==> src/rtl/serial_addsub_pkg.sv <==
// Shared types and helpers for the digit-serial adder/subtractor.
package adder_pkg;

  typedef enum logic [1:0] {
    IDLE = 2'd0,
    RUN  = 2'd1,
    DONE = 2'd2
  } state_t;

  function automatic int clog2(input int v);
    int r;
    r = 0;
    for (int i = 0; i < 31; i++)
      if ((1 << i) < v) r = i + 1;
    return r;
  endfunction

endpackage

==> src/rtl/serial_addsub_if.sv <==
// Request/result bundle for serial_addsub.
interface serial_addsub_if #(
  parameter int WIDTH = 16
);
  logic             start;
  logic [WIDTH-1:0] a;
  logic [WIDTH-1:0] b;
  logic             cin;
  logic             sub;
  logic             busy;
  logic             done;
  logic [WIDTH-1:0] sum;
  logic             cout;
  logic             ovf;

  modport master (
    output start, a, b, cin, sub,
    input  busy, done, sum, cout, ovf
  );

  modport slave (
    input  start, a, b, cin, sub,
    output busy, done, sum, cout, ovf
  );
endinterface

==> src/rtl/serial_addsub_digit_adder.sv <==
// DIGIT-bit ripple chain of full adders with MSB carry tap.
module digit_adder
  import adder_pkg::*;
#(
  parameter int DIGIT = 4
) (
  input  logic [DIGIT-1:0] a,
  input  logic [DIGIT-1:0] b,
  input  logic             cin,
  output logic [DIGIT-1:0] sum,
  output logic             cout,
  output logic             c_msb
);

  logic [DIGIT:0] c;

  always_comb begin
    c    = '0;
    sum  = '0;
    c[0] = cin;
    for (int i = 0; i < DIGIT; i++) begin
      sum[i]   = a[i] ^ b[i] ^ c[i];
      c[i+1]   = (a[i] & b[i])
               | (c[i] & (a[i] ^ b[i]));
    end
  end

  assign cout  = c[DIGIT];
  assign c_msb = c[DIGIT-1];

endmodule

==> src/rtl/serial_addsub.sv <==
// Digit-serial adder/subtractor: one DIGIT-bit slice per clock.
module serial_addsub
  import adder_pkg::*;
#(
  parameter int WIDTH = 16,
  parameter int DIGIT = 4
) (
  input  logic          clk,
  input  logic          rst_n,
  serial_addsub_if.slave io
);

  localparam int N  = WIDTH / DIGIT;
  localparam int CW = (N > 1) ? clog2(N) : 1;
  localparam logic [CW-1:0] LAST = CW'(N - 1);

  state_t state, state_n;

  logic [CW-1:0]    cnt;
  logic [WIDTH-1:0] a_sr;
  logic [WIDTH-1:0] b_sr;
  logic [WIDTH-1:0] r_sr;
  logic [WIDTH-1:0] r_nxt;
  logic [WIDTH-1:0] sum_q;
  logic             carry;
  logic             busy_q;
  logic             done_q;
  logic             cout_q;
  logic             ovf_q;

  logic [DIGIT-1:0] d_sum;
  logic             d_cout;
  logic             d_cmsb;
  logic             accept;
  logic             last;

  digit_adder #(
    .DIGIT (DIGIT)
  ) u_slice (
    .a     (a_sr[DIGIT-1:0]),
    .b     (b_sr[DIGIT-1:0]),
    .cin   (carry),
    .sum   (d_sum),
    .cout  (d_cout),
    .c_msb (d_cmsb)
  );

  // busy_q lags state by a cycle, so a new
  // request waits until busy has dropped.
  assign accept = (state == IDLE)
                & io.start & ~busy_q;
  assign last   = (cnt == LAST);

  assign r_nxt = (r_sr >> DIGIT)
               | (WIDTH'(d_sum) << (WIDTH - DIGIT));

  always_comb begin
    state_n = state;
    unique case (state)
      IDLE:    if (accept) state_n = RUN;
      RUN:     if (last) state_n = DONE;
      DONE:    state_n = IDLE;
      default: state_n = IDLE;
    endcase
  end

  always_ff @(posedge clk or negedge rst_n) begin
    if (!rst_n) state <= IDLE;
    else        state <= state_n;
  end

  always_ff @(posedge clk or negedge rst_n) begin
    if (!rst_n) begin
      cnt    <= '0;
      a_sr   <= '0;
      b_sr   <= '0;
      r_sr   <= '0;
      carry  <= 1'b0;
      busy_q <= 1'b0;
      done_q <= 1'b0;
      sum_q  <= '0;
      cout_q <= 1'b0;
      ovf_q  <= 1'b0;
    end else begin
      busy_q <= (state != IDLE);
      done_q <= (state == DONE);
      if (accept) begin
        a_sr  <= io.a;
        b_sr  <= io.sub ? ~io.b : io.b;
        carry <= io.cin ^ io.sub;
        cnt   <= '0;
      end else if (state == RUN) begin
        a_sr  <= a_sr >> DIGIT;
        b_sr  <= b_sr >> DIGIT;
        r_sr  <= r_nxt;
        carry <= d_cout;
        cnt   <= cnt + 1'b1;
        if (last) begin
          sum_q  <= r_nxt;
          cout_q <= d_cout;
          ovf_q  <= d_cout ^ d_cmsb;
        end
      end
    end
  end

  assign io.busy = busy_q;
  assign io.done = done_q;
  assign io.sum  = sum_q;
  assign io.cout = cout_q;
  assign io.ovf  = ovf_q;

endmodule
==> src/flat_wrapper.sv <==
// flat-port wrapper written by rule: the top's interface ports become plain ports
module serial_addsub_flat import adder_pkg::*;
#(
  parameter int WIDTH = 16,
  parameter int DIGIT = 4
)
  (clk, rst_n, io_start, io_a, io_b, io_cin, io_sub, io_busy, io_done, io_sum, io_cout, io_ovf);
  serial_addsub_if #(.WIDTH(WIDTH)) io_i ();
  input  logic clk;
  input  logic rst_n;
  input wire logic [$bits(io_i.start)-1:0] io_start;
  input wire logic [$bits(io_i.a)-1:0] io_a;
  input wire logic [$bits(io_i.b)-1:0] io_b;
  input wire logic [$bits(io_i.cin)-1:0] io_cin;
  input wire logic [$bits(io_i.sub)-1:0] io_sub;
  output wire logic [$bits(io_i.busy)-1:0] io_busy;
  output wire logic [$bits(io_i.done)-1:0] io_done;
  output wire logic [$bits(io_i.sum)-1:0] io_sum;
  output wire logic [$bits(io_i.cout)-1:0] io_cout;
  output wire logic [$bits(io_i.ovf)-1:0] io_ovf;
  assign io_i.start = io_start;
  assign io_i.a = io_a;
  assign io_i.b = io_b;
  assign io_i.cin = io_cin;
  assign io_i.sub = io_sub;
  assign io_busy = io_i.busy;
  assign io_done = io_i.done;
  assign io_sum = io_i.sum;
  assign io_cout = io_i.cout;
  assign io_ovf = io_i.ovf;
  serial_addsub #(.WIDTH(WIDTH), .DIGIT(DIGIT)) u_core (.clk(clk), .rst_n(rst_n), .io(io_i));
endmodule
==> config.mk <==
export PLATFORM = sky130hd
export DESIGN_NAME = serial_addsub_flat
export DESIGN_NICKNAME = d
export VERILOG_FILES = /design/src/rtl/serial_addsub_pkg.sv /design/src/rtl/serial_addsub_if.sv /design/src/rtl/serial_addsub_digit_adder.sv /design/src/rtl/serial_addsub.sv /design/src/flat_wrapper.sv
export SDC_FILE = /design/constraint.sdc
export NUM_CORES = 1
export LEC_CHECK = 0
export BUFFER_PORTS_ARGS = -buffer_cell sky130_fd_sc_hd__clkbuf_2
export CORE_ASPECT_RATIO = 0.9
export CORE_MARGIN = 5
export CORE_UTILIZATION = 25
export CTS_CLUSTER_SIZE = 16
export DETAILED_ROUTE_END_ITERATION = 8
export SLEW_MARGIN = 20
export SYNTH_ARGS = -nofsm -noshare
export SYNTH_HDL_FRONTEND = slang
export SYNTH_SLANG_ARGS = --single-unit
==> constraint.sdc <==
create_clock -name clk -period 2.9 [get_ports clk]
set_clock_uncertainty 0.15 [all_clocks]
set_input_delay 0.145 -clock clk [delete_from_list [all_inputs] [get_ports clk]]
set_output_delay 0.145 -clock clk [all_outputs]
set_load 0.005 [all_outputs]
# Word-level counts from Yosys, hierarchy flattened
# Cells that the tools add are included.
[totals]
output_inout_bits = 20
register_bits = 73
elab_cells = 63
[op_classes]
n_reduce_logical = 6
addsub = 1
eq_ne = 5
mux = 12
bitwise_logic = 28
[ops]
columns = ["cell", "count"]
rows = [
  ["2-to-1 mux 16 bit", 5],
  ["NOT 16 bit", 1],
  ["bitwise OR 12 x 16 -> 16 bit", 1],
  ["AND 1 bit", 10],
  ["bitwise XOR 1 bit", 10],
  ["2-to-1 mux 2 bit", 4],
  ["== test 2 bit, second input constant", 2],
  ["inequality test 2 x 1 -> 1 bit, second input constant", 2],
  ["bitwise OR 1 bit", 4],
  ["case mux 2 bit (2 select lines)", 1],
  ["AND reduction 2 bit", 2],
  ["nonzero test 2 bit", 2],
  ["AND reduction 3 bit", 1],
  ["adder 2 x 1 -> 2 bit, second input constant", 1],
  ["== test 2 x 1 -> 1 bit, second input constant", 1],
  ["logical NOT 2 bit", 1],
  ["2-to-1 mux 1 bit", 2],
  ["NOT 1 bit", 2],
]

# Longest topological paths before layout
[depth]
ltp_word = 11
ltp_mapped = 10
depth_no_buf = 10

# Hierarchy
# Synthesis repeated with hierarchy kept, for this count alone.
[unflattened]
cells_unflattened = 281
hier_area_um2 = 3022.9
[modules_own_cells]
columns = ["module", "area_per_inst_um2", "cells_each", "n_inst", "seq_area_each_um2"]
rows = [
  ["serial_addsub", 2912.8, 269, 1, 1726.7],
  ["digit_adder", 110.1, 12, 1, 0.0],
]

# Least setup slack after synthesis
# OpenSTA, ideal clock, no wires.
[synth_timing]
kind = "register -> register"
start = "register u_core.carry"
end = "register u_core.r_sr[15]"
path_slack_ns = 0.620
path_buffers = 0
path_stages_with_launch = 9
arrival_time_ns = 2.047
synth_period_minus_slack_ns = 2.280
required_ns = 2.667
path_cell_list = "dfrtp_1 -> fa_1 -> inv_1 -> fa_1 -> inv_1 -> fa_1 -> inv_1 -> fa_1 -> o21ai_0"
[synth_via]
elab_chain_cells = 8
[synth_rtl]
columns = ["item", "line", "text"]
rows = [
  ["from (decl)", "serial_addsub.sv:25", "logic carry;"],
  ["from (signal assigned)", "serial_addsub.sv:90", "carry <= io.cin ^ io.sub;"],
  ["from (signal assigned)", "serial_addsub.sv:96", "carry <= d_cout;"],
  ["AND 1 bit", "serial_addsub_digit_adder.sv:24", "| (c[i] & (a[i] ^ b[i]));"],
  ["bitwise OR 1 bit", "serial_addsub_digit_adder.sv:24", ""],
  ["AND 1 bit", "serial_addsub_digit_adder.sv:24", ""],
  ["bitwise OR 1 bit", "serial_addsub_digit_adder.sv:24", ""],
  ["AND 1 bit", "serial_addsub_digit_adder.sv:24", ""],
  ["bitwise OR 1 bit", "serial_addsub_digit_adder.sv:24", ""],
  ["bitwise XOR 1 bit", "serial_addsub_digit_adder.sv:22", "sum[i] = a[i] ^ b[i] ^ c[i];"],
  ["bitwise OR 12 x 16 -> 16 bit", "serial_addsub.sv:55", "| (WIDTH'(d_sum) << (WIDTH - DIGIT));"],
  ["to (signal assigned)", "serial_addsub.sv:95", "r_sr <= r_nxt;"],
  ["to (decl)", "serial_addsub.sv:22", "logic [WIDTH-1:0] r_sr;"],
]
# No other way between the ends.
# A chain may end at the register's enable or synchronous reset.

# Worst setup path in the final report
[layout_timing]
start = "register u_core.carry"
end = "register u_core.sum_q[15], in the netlist u_core.io.sum[15]"
[layout_via]
elab_chain_cells = 8
[layout_rtl]
columns = ["item", "line", "text"]
rows = [
  ["AND 1 bit", "serial_addsub_digit_adder.sv:24", ""],
  ["bitwise OR 1 bit", "serial_addsub_digit_adder.sv:24", ""],
  ["AND 1 bit", "serial_addsub_digit_adder.sv:24", ""],
  ["bitwise OR 1 bit", "serial_addsub_digit_adder.sv:24", ""],
  ["AND 1 bit", "serial_addsub_digit_adder.sv:24", ""],
  ["bitwise OR 1 bit", "serial_addsub_digit_adder.sv:24", ""],
  ["bitwise XOR 1 bit", "serial_addsub_digit_adder.sv:22", ""],
  ["bitwise OR 12 x 16 -> 16 bit", "serial_addsub.sv:55", ""],
  ["to (signal assigned)", "serial_addsub.sv:99", "sum_q <= r_nxt;"],
  ["to (decl)", "serial_addsub.sv:24", "logic [WIDTH-1:0] sum_q;"],
]
# No other way between the ends.

==> results.txt <==
Status - completed
Total negative slack - 0 ns
Crit path kind - register to register
Slew HR - 0.483
Async SR Flop Fraction - 1.00
CTS tree - done
CTS buffer count - 9
Layout area overhead - 30.6%
Max_cap viols - 0
CTS sink cnt - 69
N_diodes - 0
Largest family of logic cells by synthesized area - simple AND/OR/NAND/NOR gates
Post-cts sizing count - 0
CTS root buffer - clkbuf_16
Post-detail-place hpwl - 4.78 mm
Final hold violation count - 0
First-pass GRT wire length - 11.5 mm
Fmax - 412 MHz
Rows - 38
Adder and majority gate portion of the synthesized area - 0.0304
Port buffer count - 56
Total track usage - 0.102
Worst-margin pin slew - 0.775 ns
Post-route ant nets - 0
Static Leak - 1.91 nW
Final setup vio count - 0
Largest net degree at the start of global routing - 44
Die Ht - 115 um
CP startpoint kind - register
CP peak stage delay - 0.42 ns
Share of the clock period used by the worst path - 0.837
Predominant post-synthesis flop cell - dfrtp_1
Mapped cell area - 3050 sq um
Compound-Gate Fraction of Synth Area - 0.0932
Post-Syn Instances - 278
Number of global-route vias before repair - 2335
IO Pins - 57
Reg clk slew, reported paths - 0.06 ns
Worst VDD drop - 0.357 mV
WP buf/inv - 3
EDFF count, synth - 0
Layout Nets - 397
Die area - 14500 sq um
Setup crit end kind - register
1st-iter DRT viols - 107
Clk_lat worst skew - 0.33 ns
Mux share of post-synthesis cell area - 0.0517
Non-Filler Instances - 518
Overall routed net length - 6.89 mm
Placed cells - 482
Total power draw - 4.22 mW
RePlAce Congestion - 0.754
Crit path required time - 3.00 ns
Synth Net Count - 320
CP most frequent cell - fa_1
Crit-path slowest cell - fa_1
Fillers - 1252
Avg Cell Area, Syn - 11.0 sq um
Effective utilization at floorplan - 0.254
Drt wl/cell - 13.3 um
CP delay by family, top - adder cells
Post-CTS setup buffer count - 0
Initial antenna violation count - 0
Hold Path Class - input pin to register
Die Wd - 126 um
Drt first pass iters - 4
Post-Synth Simple-Gate Area - 0.155
Period minus WS final - 2.43 ns
Max Slew Vio Count - 0
Area of the core - 12000 sq um
Vias per cell - 4.34
CP max FO - 2
Share of layout cells above drive strength 1 - 0.285
Ys Warns - 0
Critical-path cell list - fa_1 > inv_1 > fa_1 > inv_1 > fa_1 > inv_1 > fa_1 > o21ai_0
Unique masters post-synth - 33
H-tree Lvls - 3
Post-Synth XOR/XNOR Area - 0.0517
Vias - 2250
Crit path DAT - 2.53 ns
Seq/Total Area, Yosys - 0.567
Drc violations - 0
Cell Pwr Density - 1060 nW/um^2
Overflow after GRT - 0
Register bit total from synthesis - 69
RSZ-0062 raised after global routing - false
Clk buf depth - 2
per-stage QoR:
| step | util | setup slack, ns | hold slack (ns) | area (sq um) |
|---|---|---|---|---|
| final | 0.332 | 0.471 | 0.0102 | 3980 |
| after global routing | 0.332 | 0.318 | 0.0282 | 3980 |
| after CTS | 0.332 | 0.463 | 0.00719 | 3980 |
| after detailed placement | 0.289 | 0.480 | -0.109 | 3470 |
| after global placement | 0.289 | 0.552 | -0.110 | 3470 |
| after floorplan | - | 0.620 | -0.301 | 3050 |
synthesized netlist by cell type (5+ instances only):
library cell | n | share of area
a221o_2 | 7 | 0.026
a31oi_1 | 6 | 0.012
a221o_1 | 5 | 0.016
xnor2_1 | 15 | 0.043
o21ai_0 | 8 | 0.013
dfrtp_1 | 69 | 0.57
a22oi_1 | 6 | 0.015
mux2_2 | 14 | 0.052
nor2_1 | 16 | 0.020
inv_1 | 8 | 0.0099
nand2_1 | 64 | 0.079
nand3_1 | 16 | 0.026
buf_2 | 8 | 0.013
placed cells by master (no fill, tap or decap), types with 5 or more instances in the layout:
master | synthesis | layout
o21ai_0 | 8 | 8
a221o_1 | 5 | 5
a221o_2 | 7 | 7
dfrtp_1 | 69 | 69
mux2_2 | 14 | 14
nand2_1 | 64 | 64
a22oi_1 | 6 | 6
buf_4 | 1 | 6
nor2_1 | 16 | 16
dlygate4sd3_1 | 0 | 22
nand3_1 | 16 | 16
a31oi_1 | 6 | 6
clkbuf_16 | 0 | 9
clkbuf_2 | 0 | 55
inv_1 | 8 | 8
xnor2_1 | 15 | 15
final timing paths:
path,end,startpoint,slack (ns),depth (start not counted)
max in group asynchronous,u_core.b_sr[14],rst_n,1.71,3
worst max register to register,u_core.io.sum[15],u_core.carry,0.47,8
worst min-delay path,u_core.carry,io_cin,0.01,3
worst max-delay path,u_core.io.sum[15],u_core.carry,0.47,8
worst min register to register,u_core.r_sr[6],u_core.r_sr[6],0.33,2
min in group asynchronous,u_core.r_sr[15],rst_n,0.08,2
state kept, by name, indices dropped and copies added, names as in the netlist:
name            flops
u_core.io.ovf       1
u_core.io.done      1
u_core.a_sr        16
u_core.state        2
u_core.b_sr        16
u_core.carry        1
u_core.io.sum      16
u_core.io.cout      1
u_core.cnt          2
u_core.r_sr        12
u_core.io.busy      1
worst min-delay path: stages:
cell	delay, ns
clkbuf_2	0.08
xnor2_1	0.14
a21oi_1	0.07
cell type report:
type | instances | area, sq um | area share
clock inverter | 4 | 50.0 | 0.0126
inverter | 8 | 30.0 | 0.00755
timing repair buffer | 85 | 566 | 0.142
tap | 160 | 200 | 0.0503
multi-input combinational | 182 | 1170 | 0.293
clock buffer | 10 | 239 | 0.0601
sequential | 69 | 1730 | 0.434
cells by family after synthesis:
| group | Yosys count |
|---|---|
| mux | 14 |
| simple gates | 107 |
| buf+inv | 27 |
| flops | 69 |
| xor+xnor | 18 |
| fa+ha+maj | 5 |
| compound gates | 38 |
where the power goes:
| group | internal (mW) | switching (mW) | total, mW |
|---|---|---|---|
| sequential | 1.40 | 0.266 | 1.66 |
| combinational | 0.682 | 0.802 | 1.48 |
| clock | 0.677 | 0.392 | 1.07 |
layer usage:
metal / vias to the layer above / share of wire / track usage
met1: 1100 / 0.46 / 0.128
met3: 8 / 0.043 / 0.0307
li1: 1087 / - / -
met2: 55 / 0.48 / 0.163
met5: - / 0 / 0
met4: 0 / 0.017 / 0.0450
repair_timing:
action,CTS,global route
setup endpoints to repair,0,0
hold endpoints to repair,50,0
hold buffers,22,0
Note: power is estimated with default switching activity, not from simulation.
